### src/rtl/id_decode_stage.sv
// ID stage: holds the fetched word with its PC, decodes B/J control-transfer info for IF,
// and registers the instruction across the ID/EX boundary with stall, redirect and flush handling.
//
// state | meaning
// RUN   | ID source is the live instruction-memory read data
// HOLD  | stalled; ID source is the word captured when the stall began
module id_decode_stage #(
  parameter logic [31:0] NOP         = 32'h0000_0013,
  parameter int unsigned COUNT_WIDTH = 16
) (
  input  logic                   clk,
  input  logic                   reset,
  input  logic [31:0]            inst_mem_read_addr,
  input  logic [31:0]            inst_mem_read_data,
  input  logic                   EX_stall,
  input  logic                   EX_mispredict,
  output logic                   ID_valid,
  output logic [31:0]            ID_pc,
  output logic [31:0]            ID_inst,
  output logic                   ID_branch,
  output logic                   ID_unconditional_jmp,
  output logic [31:0]            ID_imme,
  output logic                   EX_valid,
  output logic [31:0]            EX_pc,
  output logic [31:0]            EX_inst,
  output logic [31:0]            EX_imme,
  output logic [COUNT_WIDTH-1:0] ID_branch_count,
  output logic [COUNT_WIDTH-1:0] ID_flush_count
);

  localparam logic [6:0] OP_BRANCH = 7'b1100011;
  localparam logic [6:0] OP_JAL    = 7'b1101111;

  typedef enum logic {RUN, HOLD} state_t;

  state_t      state_q;
  logic [31:0] pc_q;
  logic        valid_q;
  logic [31:0] hold_inst;
  logic [31:0] src_inst;
  logic [31:0] b_imm;
  logic [31:0] j_imm;
  logic        is_cond_branch;

  function automatic logic [COUNT_WIDTH-1:0] sat_add(input logic [COUNT_WIDTH-1:0] cnt,
                                                     input logic [1:0]             inc);
    logic [COUNT_WIDTH:0] sum;
    sum = {1'b0, cnt} + {{(COUNT_WIDTH-1){1'b0}}, inc};
    return sum[COUNT_WIDTH] ? {COUNT_WIDTH{1'b1}} : sum[COUNT_WIDTH-1:0];
  endfunction

  assign ID_valid = valid_q;
  assign ID_pc    = pc_q;

  always_comb begin
    src_inst             = (state_q == HOLD) ? hold_inst : inst_mem_read_data;
    ID_inst              = valid_q ? src_inst : NOP;
    b_imm                = {{20{ID_inst[31]}}, ID_inst[7], ID_inst[30:25], ID_inst[11:8], 1'b0};
    j_imm                = {{12{ID_inst[31]}}, ID_inst[19:12], ID_inst[20], ID_inst[30:21], 1'b0};
    is_cond_branch       = valid_q && (ID_inst[6:0] == OP_BRANCH);
    ID_unconditional_jmp = valid_q && (ID_inst[6:0] == OP_JAL);
    ID_branch            = is_cond_branch || ID_unconditional_jmp;
    ID_imme              = 32'h0;
    if (is_cond_branch)
      ID_imme = b_imm;
    else if (ID_unconditional_jmp)
      ID_imme = j_imm;
  end

  always_ff @(posedge clk or negedge reset) begin
    if (!reset) begin
      state_q         <= RUN;
      pc_q            <= 32'h0;
      valid_q         <= 1'b0;
      hold_inst       <= NOP;
      EX_valid        <= 1'b0;
      EX_pc           <= 32'h0;
      EX_inst         <= NOP;
      EX_imme         <= 32'h0;
      ID_branch_count <= '0;
      ID_flush_count  <= '0;
    end else if (EX_stall) begin
      EX_valid <= 1'b0;
      EX_inst  <= NOP;
      // Capture only on stall entry; later cycles keep the original word.
      if (state_q == RUN) begin
        hold_inst <= inst_mem_read_data;
        state_q   <= HOLD;
      end
    end else if (EX_mispredict) begin
      EX_valid       <= 1'b0;
      EX_inst        <= NOP;
      pc_q           <= inst_mem_read_addr;
      valid_q        <= 1'b0;
      state_q        <= RUN;
      ID_flush_count <= sat_add(ID_flush_count, 2'd2);
    end else begin
      EX_valid <= valid_q;
      EX_pc    <= pc_q;
      EX_inst  <= ID_inst;
      EX_imme  <= ID_imme;
      pc_q     <= inst_mem_read_addr;
      // After a redirect the next arriving word is the fall-through fetch.
      valid_q  <= !ID_branch;
      state_q  <= RUN;
      if (ID_branch)
        ID_flush_count <= sat_add(ID_flush_count, 2'd1);
      if (is_cond_branch)
        ID_branch_count <= sat_add(ID_branch_count, 2'd1);
    end
  end

endmodule

### config.mk
export PLATFORM = sky130hd
export DESIGN_NAME = id_decode_stage
export DESIGN_NICKNAME = d
export VERILOG_FILES = /design/src/rtl/id_decode_stage.sv
export SDC_FILE = /design/constraint.sdc
export NUM_CORES = 1
export LEC_CHECK = 0
export CORE_MARGIN = 3
export CORE_UTILIZATION = 41
export DETAILED_ROUTE_END_ITERATION = 10
export GPL_TIMING_DRIVEN = 0
export PLACE_DENSITY = 0.75
export SYNTH_ARGS = -nofsm -noshare
export SYNTH_HDL_FRONTEND = slang
export SYNTH_SLANG_ARGS = --single-unit
### constraint.sdc
create_clock -name clk -period 5.6 [get_ports clk]
set_input_delay 1.12 -clock clk [delete_from_list [all_inputs] [get_ports clk]]
set_output_delay 1.12 -clock clk [all_outputs]
set_load 0.005 [all_outputs]
After elaboration in Yosys (flattened, before gate mapping) --
Index checks and enable logic that the tools add are counted.
Storage, ports and cells: register bits 195, bits of input ports 68, output and inout bits 228, word-level logic and storage cells 40
Cells by class: add/subtract/negate cells 3, eq/ne operators 2, multiplexer cells 15, bitwise logic cells 2, reduce and logical (&&, ||, !) cells 8
Operators with widths (count):
- $mux 32 | 6
- $mux 16 | 5
- $add 16x1->17 const B | 2
- $add 16x2->17 const B | 1
- $eq 7x7->1 const B | 2
- $mux 1 | 4
- $reduce_and 2->1 | 2
- $reduce_and 3->1 | 1
- $logic_and 1x1->1 | 2
- $not 1->1 | 2
- $reduce_bool 2->1 | 1
- $logic_not 1->1 | 1
- $logic_or 1x1->1 | 1

Longest topological paths before layout --
Gate-level depths: netlist (run 1).
depth in word-level cells 7, depth in mapped cells 8, gate-level depth less buffers 6

Least setup slack after synthesis (run 1) --
Ideal clock, no wire load.
path type input to output, start input port inst_mem_read_data[4], end output port ID_imme[21], slack 1761 ps, arrival time 2719 ps, data required time 4480 ps, stages on the path 6, path buffers 2, path through mux2i_4 -> o211ai_4 -> or3_1 -> clkbuf_1 -> nor2_1 -> buf_4
On the way: longest elaborated chain between the ends 6, elaborated cells on any way between the ends 8, those cells by class eq/ne: 2; mux: 4; reduce/logical: 2
RTL lines:
- start: declaration | line 14 | input logic [31:0] inst_mem_read_data,
- $mux 32 *
- $mux 32 * | line 57 | ID_inst = valid_q ? src_inst : NOP;
- $eq 7x7->1 | line 61 | ID_unconditional_jmp = valid_q && (ID_inst[6:0] == OP_JAL);
- $logic_and 1x1->1 | line 61
- $mux 32 | line 66 | else if (ID_unconditional_jmp)
- $mux 32 * | line 64 | if (is_cond_branch)
- end: declaration | line 22 | output logic [31:0] ID_imme,
Every way passes the cells marked *; elsewhere a longest branch is shown, timed or not.

Final worst setup path (run 1) --
start input port inst_mem_read_data[2], end output port ID_imme[22]
Same word-level chain as after synthesis.

==> flow_summary.json, run 1 <==
{
  "fin_tns_setup_ns": 0,
  "yosysSeqAreaShare": 0.552,
  "use_met2": 0.365,
  "peakVddDrop_mv": 0.204,
  "cp-endpoint": "ID_imme[22]",
  "cp-end-kind": "output pin",
  "r2r_end": "EX_imme[18]",
  "syn_inst": 792,
  "drt_iter0_drc": 322,
  "critPathSlowestCell": "clkdlybuf4s50_1",
  "cts_hold_buf": 0,
  "yosys_warnings": 0,
  "nets": 1177,
  "holdWs_ns": 0.476,
  "critPathRequiredTime_ns": 4.48,
  "path_max_fanout": 12,
  "num_rows": 51,
  "hold_path_class": "reg -> reg",
  "p_leak_nw": 5.38,
  "antenna_found_initial": 2,
  "slew_violations": 0,
  "grt_max_degree": 97,
  "final_cell_area_um2": 12200,
  "critPathKind": "in -> out",
  "post-route-period-util": 0.914,
  "relSlewSlack": 0.198,
  "hold_violations": 0,
  "rsz0062_at_grt": "no",
  "p_comb_frac": 0.198,
  "grt_util_met1": 0.276,
  "avgSynthCellArea_um2": 10.5,
  "clkPwrFrac": 0.355,
  "worstPathCellList": "clkdlybuf4s50_1 -> and3_1 -> o32ai_2 -> or3_1 -> clkbuf_1 -> nor2_2 -> buf_4 -> clkdlybuf4s50_1",
  "layout_commonest_cell": "clkdlybuf4s50_1",
  "busiest_layer": "met2",
  "drv_cap": 0,
  "cts_resized": 0,
  "finalSetupViolations": 0,
  "max_freq_mhz": 195,
  "cts_max_level": 4,
  "boundaryPins": 296,
  "multiInputGateArea_um2": 3290,
  "crit_path_max_incr_delay_ns": 0.61,
  "finalWirelength_mm": 24.3,
  "crit_top_cell": "clkdlybuf4s50_1",
  "cts_made_buffers": 17,
  "layout.cells.non_filler": 1385,
  "cts_setup_buffers": 0,
  "avgRoutedWirePerCell_um": 17.6,
  "dp_slack_ns": 0.125,
  "grt.overflow.total": 0,
  "dr.pass1.iters": 5,
  "clk_pin_slew_ns": 0.07,
  "ant_nets": 0,
  "grtUsageTotal": 0.219,
  "switching_power_w": 0.000954,
  "via_count": 7003,
  "die_x_um": 148,
  "dp.cells": 1352,
  "synth-edff-count": 0,
  "clk-insertion-delay-late_ns": 0.43,
  "start_kind": "input port",
  "die_h_um": 148,
  "hp-start": "EX_pc[0]",
  "p_seq_frac": 0.446,
  "rrSetupSlack_ns": 3.03,
  "placed_area_um2": 11600,
  "tightest_slew_ns": 1.20,
  "drive_gt1_frac": 0.154,
  "min_period_ns": 5.12,
  "skew_ns": 0.0156,
  "clock_sinks": 183,
  "use_met3": 0.0661,
  "seqCellArea_um2": 4590,
  "setup_ws_ns": 0.482,
  "power_density_nw_per_um2": 285,
  "route.detailed.drc": 0,
  "cts_root_buf": "clkbuf_16",
  "grt_pass1_vias": 6833,
  "gp_congestion": 0.850,
  "grt_pass1_wl_mm": 37.9,
  "internal_power_w": 0.00253,
  "die-area_um2": 22000,
  "avgViaCountPerCell": 5.06,
  "fillerInstances": 1645,
  "arrival_ns": 4.00,
  "clk_path_buf_depth": 2,
  "synth-async-reset-ratio": 1.00,
  "synthToLayoutAreaGrowth_pct": 47.1,
  "hpwl_mm": 18.2,
  "final_cell_mix": "292 x clkdlybuf4s50_1, 177 x dfrtp_1, 166 x nand2_1",
  "r2r_cells": 7,
  "coreArea_um2": 19700,
  "r2r_start": "state_q",
  "syn_area_um2": 8320,
  "yosysUniqueCellTypes": 54,
  "ys_seq_elements": 183,
  "cts_tree": "yes",
  "numPortBuffers": 293,
  "initial_utilization": 0.422,
  "status": "finished clean",
  "startpoint": "inst_mem_read_data[2]",
  "synthFlopType": "dfrtp_1",
  "p_sw_frac": 0.274
}
[critical path: cells and delay by family]
| family | cells | cell delay [ns] |
|---|---|---|
| AOI/OAI and AO/OA | 1 | 0.13 |
| and+or+nand+nor | 3 | 1.12 |
| buffers and inverters | 4 | 1.62 |
[routing by layer]
layer	vias up	share of wire	wire length (um)
li1	3323	-	-
met1	3404	0.42	10200
met2	242	0.49	11900
met3	32	0.072	1760
met4	2	0.020	483
met5	-	0.00049	12
[cell families (layout without fill, tap and decap cells)]
logic type                 after synthesis  count (layout)  share of synthesized area
adders and majority gates                3               3                    0.00451
buffers and inverters                   93             419                     0.0548
DFF                                    183             183                      0.552
muxes                                  104             104                      0.139
other                                    1               3                   0.000451
AOI/OAI and AO/OA                       91              91                     0.0814
and+or+nand+nor                        317             317                      0.168
[worst min-delay path by stage]
stage	to	cells after the start
floorplan	EX_pc[0]	2
global placement	EX_pc[22]	2
detailed placement	EX_pc[0]	2
CTS	EX_pc[0]	2
global route	EX_pc[31]	2
finish	EX_pc[0]	2
[cell usage after synthesis (12+ instances only)]
library cell,count,share of area
mux2i_1,18,0.022
mux2_2,85,0.12
a21oi_1,12,0.0072
nor3_1,12,0.0072
and3_1,13,0.0098
inv_1,25,0.011
a31oi_1,19,0.014
nand2_1,166,0.075
dfrtp_1,177,0.53
clkbuf_1,27,0.012
nand3_1,22,0.013
o31ai_1,13,0.012
nor2_1,66,0.030
buf_4,24,0.022
o21ai_0,13,0.0078
[registers in the layout, indices dropped and copies added (netlist names)]
signal and cells:
ID_valid 1, ID_flush_count 16, ID_branch_count 16, EX_pc 32, ID_pc 32, state_q 1
EX_imme 20, EX_inst 32, EX_valid 1, hold_inst 32
[stage by stage]
stage                     total power (W)  utilization
after floorplan                   0.00184            -
after global placement            0.00226        0.587
after detailed placement          0.00228        0.589
after CTS                         0.00352        0.620
after global routing              0.00365        0.620
final                             0.00349        0.620
[power groups by stage]
stage               clock [W]  combinational, W  sequential, W
floorplan                   0          0.000268        0.00157
global placement            0          0.000685        0.00157
detailed placement          0          0.000698        0.00158
CTS                   0.00126          0.000702        0.00156
global route          0.00131          0.000758        0.00158
finish                0.00124          0.000692        0.00156
[cell type report]
class                   count  area share
repair buffers            294       0.242
multi-input cells         517       0.269
well taps                 265      0.0271
plain buffers              67      0.0293
diodes                      1    0.000205
clock inverters            14      0.0132
flip-flops and latches    183       0.375
inverters                  26     0.00798
clock buffers              18      0.0359
(Power assumes the default switching activity.)
==> inputs of run 2 (changes only) <==
--- a/config.mk
+++ b/config.mk
@@ -5,6 +5,7 @@
 export SDC_FILE = /design/constraint.sdc
 export NUM_CORES = 1
 export LEC_CHECK = 0
+export CAP_MARGIN = 20
 export CORE_MARGIN = 3
 export CORE_UTILIZATION = 41
 export DETAILED_ROUTE_END_ITERATION = 10
==> run 2 against run 1 <==
Wire length fell by 0.41%. First-iteration DRC count rose by 3.1%. Clock skew down 0.0048 ns. Sequential power about the same. Sequential cell count unchanged. Power is 1.5% lower. Setup slack worse by 0.18 ns. Count of clock-buffer cells in the layout down 1. Clock power shrank 5%. Register-to-register slack got worse by 0.03 ns. Critical path depth unchanged. Critical path type unchanged.
==> flow_summary.json, run 2 (synthesis results as in run 1) <==
{
  "nets": 1178,
  "die_h_um": 148,
  "finalWirelength_mm": 24.2,
  "grt.overflow.total": 0,
  "final_cell_mix": "292 x clkdlybuf4s50_1, 177 x dfrtp_1, 166 x nand2_1",
  "slew_violations": 0,
  "gp_congestion": 0.850,
  "hpwl_mm": 18.2,
  "drive_gt1_frac": 0.154,
  "layout.cells.non_filler": 1386,
  "ant_nets": 0,
  "clk-insertion-delay-late_ns": 0.43,
  "route.detailed.drc": 0,
  "peakVddDrop_mv": 0.202,
  "path_max_fanout": 12,
  "arrival_ns": 4.18,
  "start_kind": "input port",
  "avgRoutedWirePerCell_um": 17.5,
  "relSlewSlack": 0.297,
  "critPathKind": "in -> out",
  "drv_cap": 0,
  "cts_made_buffers": 17,
  "max_freq_mhz": 189,
  "synthToLayoutAreaGrowth_pct": 47.0,
  "hold_violations": 0,
  "p_leak_nw": 5.38,
  "clk_pin_slew_ns": 0.08,
  "initial_utilization": 0.422,
  "avgViaCountPerCell": 5.06,
  "num_rows": 51,
  "cts_tree": "yes",
  "antenna_found_initial": 1,
  "status": "finished clean",
  "tightest_slew_ns": 1.04,
  "cts_root_buf": "clkbuf_16",
  "rsz0062_at_grt": "no",
  "numPortBuffers": 293,
  "post-route-period-util": 0.946,
  "grtUsageTotal": 0.219,
  "coreArea_um2": 19700,
  "clock_sinks": 183,
  "finalSetupViolations": 0,
  "drt_iter0_drc": 332,
  "holdWs_ns": 0.477,
  "min_period_ns": 5.30,
  "hold_path_class": "reg -> reg",
  "cts_max_level": 4,
  "layout_commonest_cell": "clkdlybuf4s50_1",
  "final_util": 0.620,
  "fin_tns_setup_ns": 0,
  "skew_ns": 0.0108,
  "via_count": 7010,
  "r2r_cells": 6,
  "hold-path-cell-count": 2,
  "dp.cells": 1353,
  "dr.pass1.iters": 5,
  "power_density_nw_per_um2": 281,
  "die_x_um": 148,
  "grt_max_degree": 97,
  "grt_pass1_vias": 6783,
  "boundaryPins": 296,
  "clk_path_buf_depth": 2,
  "cp-end-kind": "output pin",
  "cts_hold_buf": 0,
  "grt_pass1_wl_mm": 38.0,
  "die-area_um2": 22000,
  "critPathRequiredTime_ns": 4.48
}
==> run 2: cell types whose count changed in the layout (fill, tap and decap cells not counted), sizes merged <==
cell | before | now
buf | 42 | 43
bufinv | 2 | 0
clkbuf | 45 | 44
clkinv | 2 | 7
clkinvlp | 3 | 0
inv | 33 | 34
==> run 2: stage by stage <==
step,cell area [um^2],power (W),worst slack (ns)
3_3_place_gp,11600,0.00226,-4.32
2_1_floorplan,8320,0.00184,1.76
5_1_grt,12200,0.00359,0.0207
6_report,12200,0.00343,0.300
3_5_place_dp,11600,0.00228,0.159
4_1_cts,12200,0.00346,0.135
==> run 2: area by class of cell <==
type | count | area [um^2]
timing repair buffer | 295 | 2970
sequential | 183 | 4590
clock buffer | 17 | 425
fill | 1630 | 7500
multi-input combinational | 517 | 3280
inverter | 26 | 97.6
antenna | 1 | 2.50
buffer | 67 | 358
tap | 265 | 332
clock inverter | 15 | 163
==> run 2: what timing repair did <==
item / CTS / global route
buffers inserted: 0 / 0
endpoints found under the setup margin: 0 / 11
gates resized for setup: 0 / 1
==> run 2: worst max-delay path, cell delays in order <==
cell             delay (ns)
clkdlybuf4s50_1        0.59
and3_1                 0.23
o32ai_2                0.13
or3_1                  0.42
clkbuf_1               0.31
nor2_1                 0.66
buf_4                  0.22
clkdlybuf4s50_1        0.50
==> run 2: worst paths after layout <==
path / end / slack [ns] / start
max in group asynchronous: hold_inst[0] / 4.01 / reset
min in group asynchronous: EX_imme[18] / 0.67 / reset
hold / removal: EX_pc[18] / 0.48 / EX_pc[18]
hold reg to reg: EX_pc[18] / 0.48 / EX_pc[18]
setup / recovery: ID_imme[22] / 0.30 / inst_mem_read_data[2]
setup reg to reg: ID_flush_count[15] / 3.00 / state_q
==> run 2: report_power, final <==
group / leakage (nW) / switching [W] / internal, W
logic: 2.79 / 0.000299 / 0.000394
clock network: 0.289 / 0.000586 / 0.000599
registers: 2.30 / 0.000102 / 0.00145
==> run 2: metal layers <==
metal / wire, um / global-route usage / vias up
li1: - / - / 3325
met1: 10200 / 0.280 / 3403
met2: 11900 / 0.369 / 261
met3: 1800 / 0.0594 / 21
met4: 342 / 0.0587 / 0
met5: 0 / 0 / -
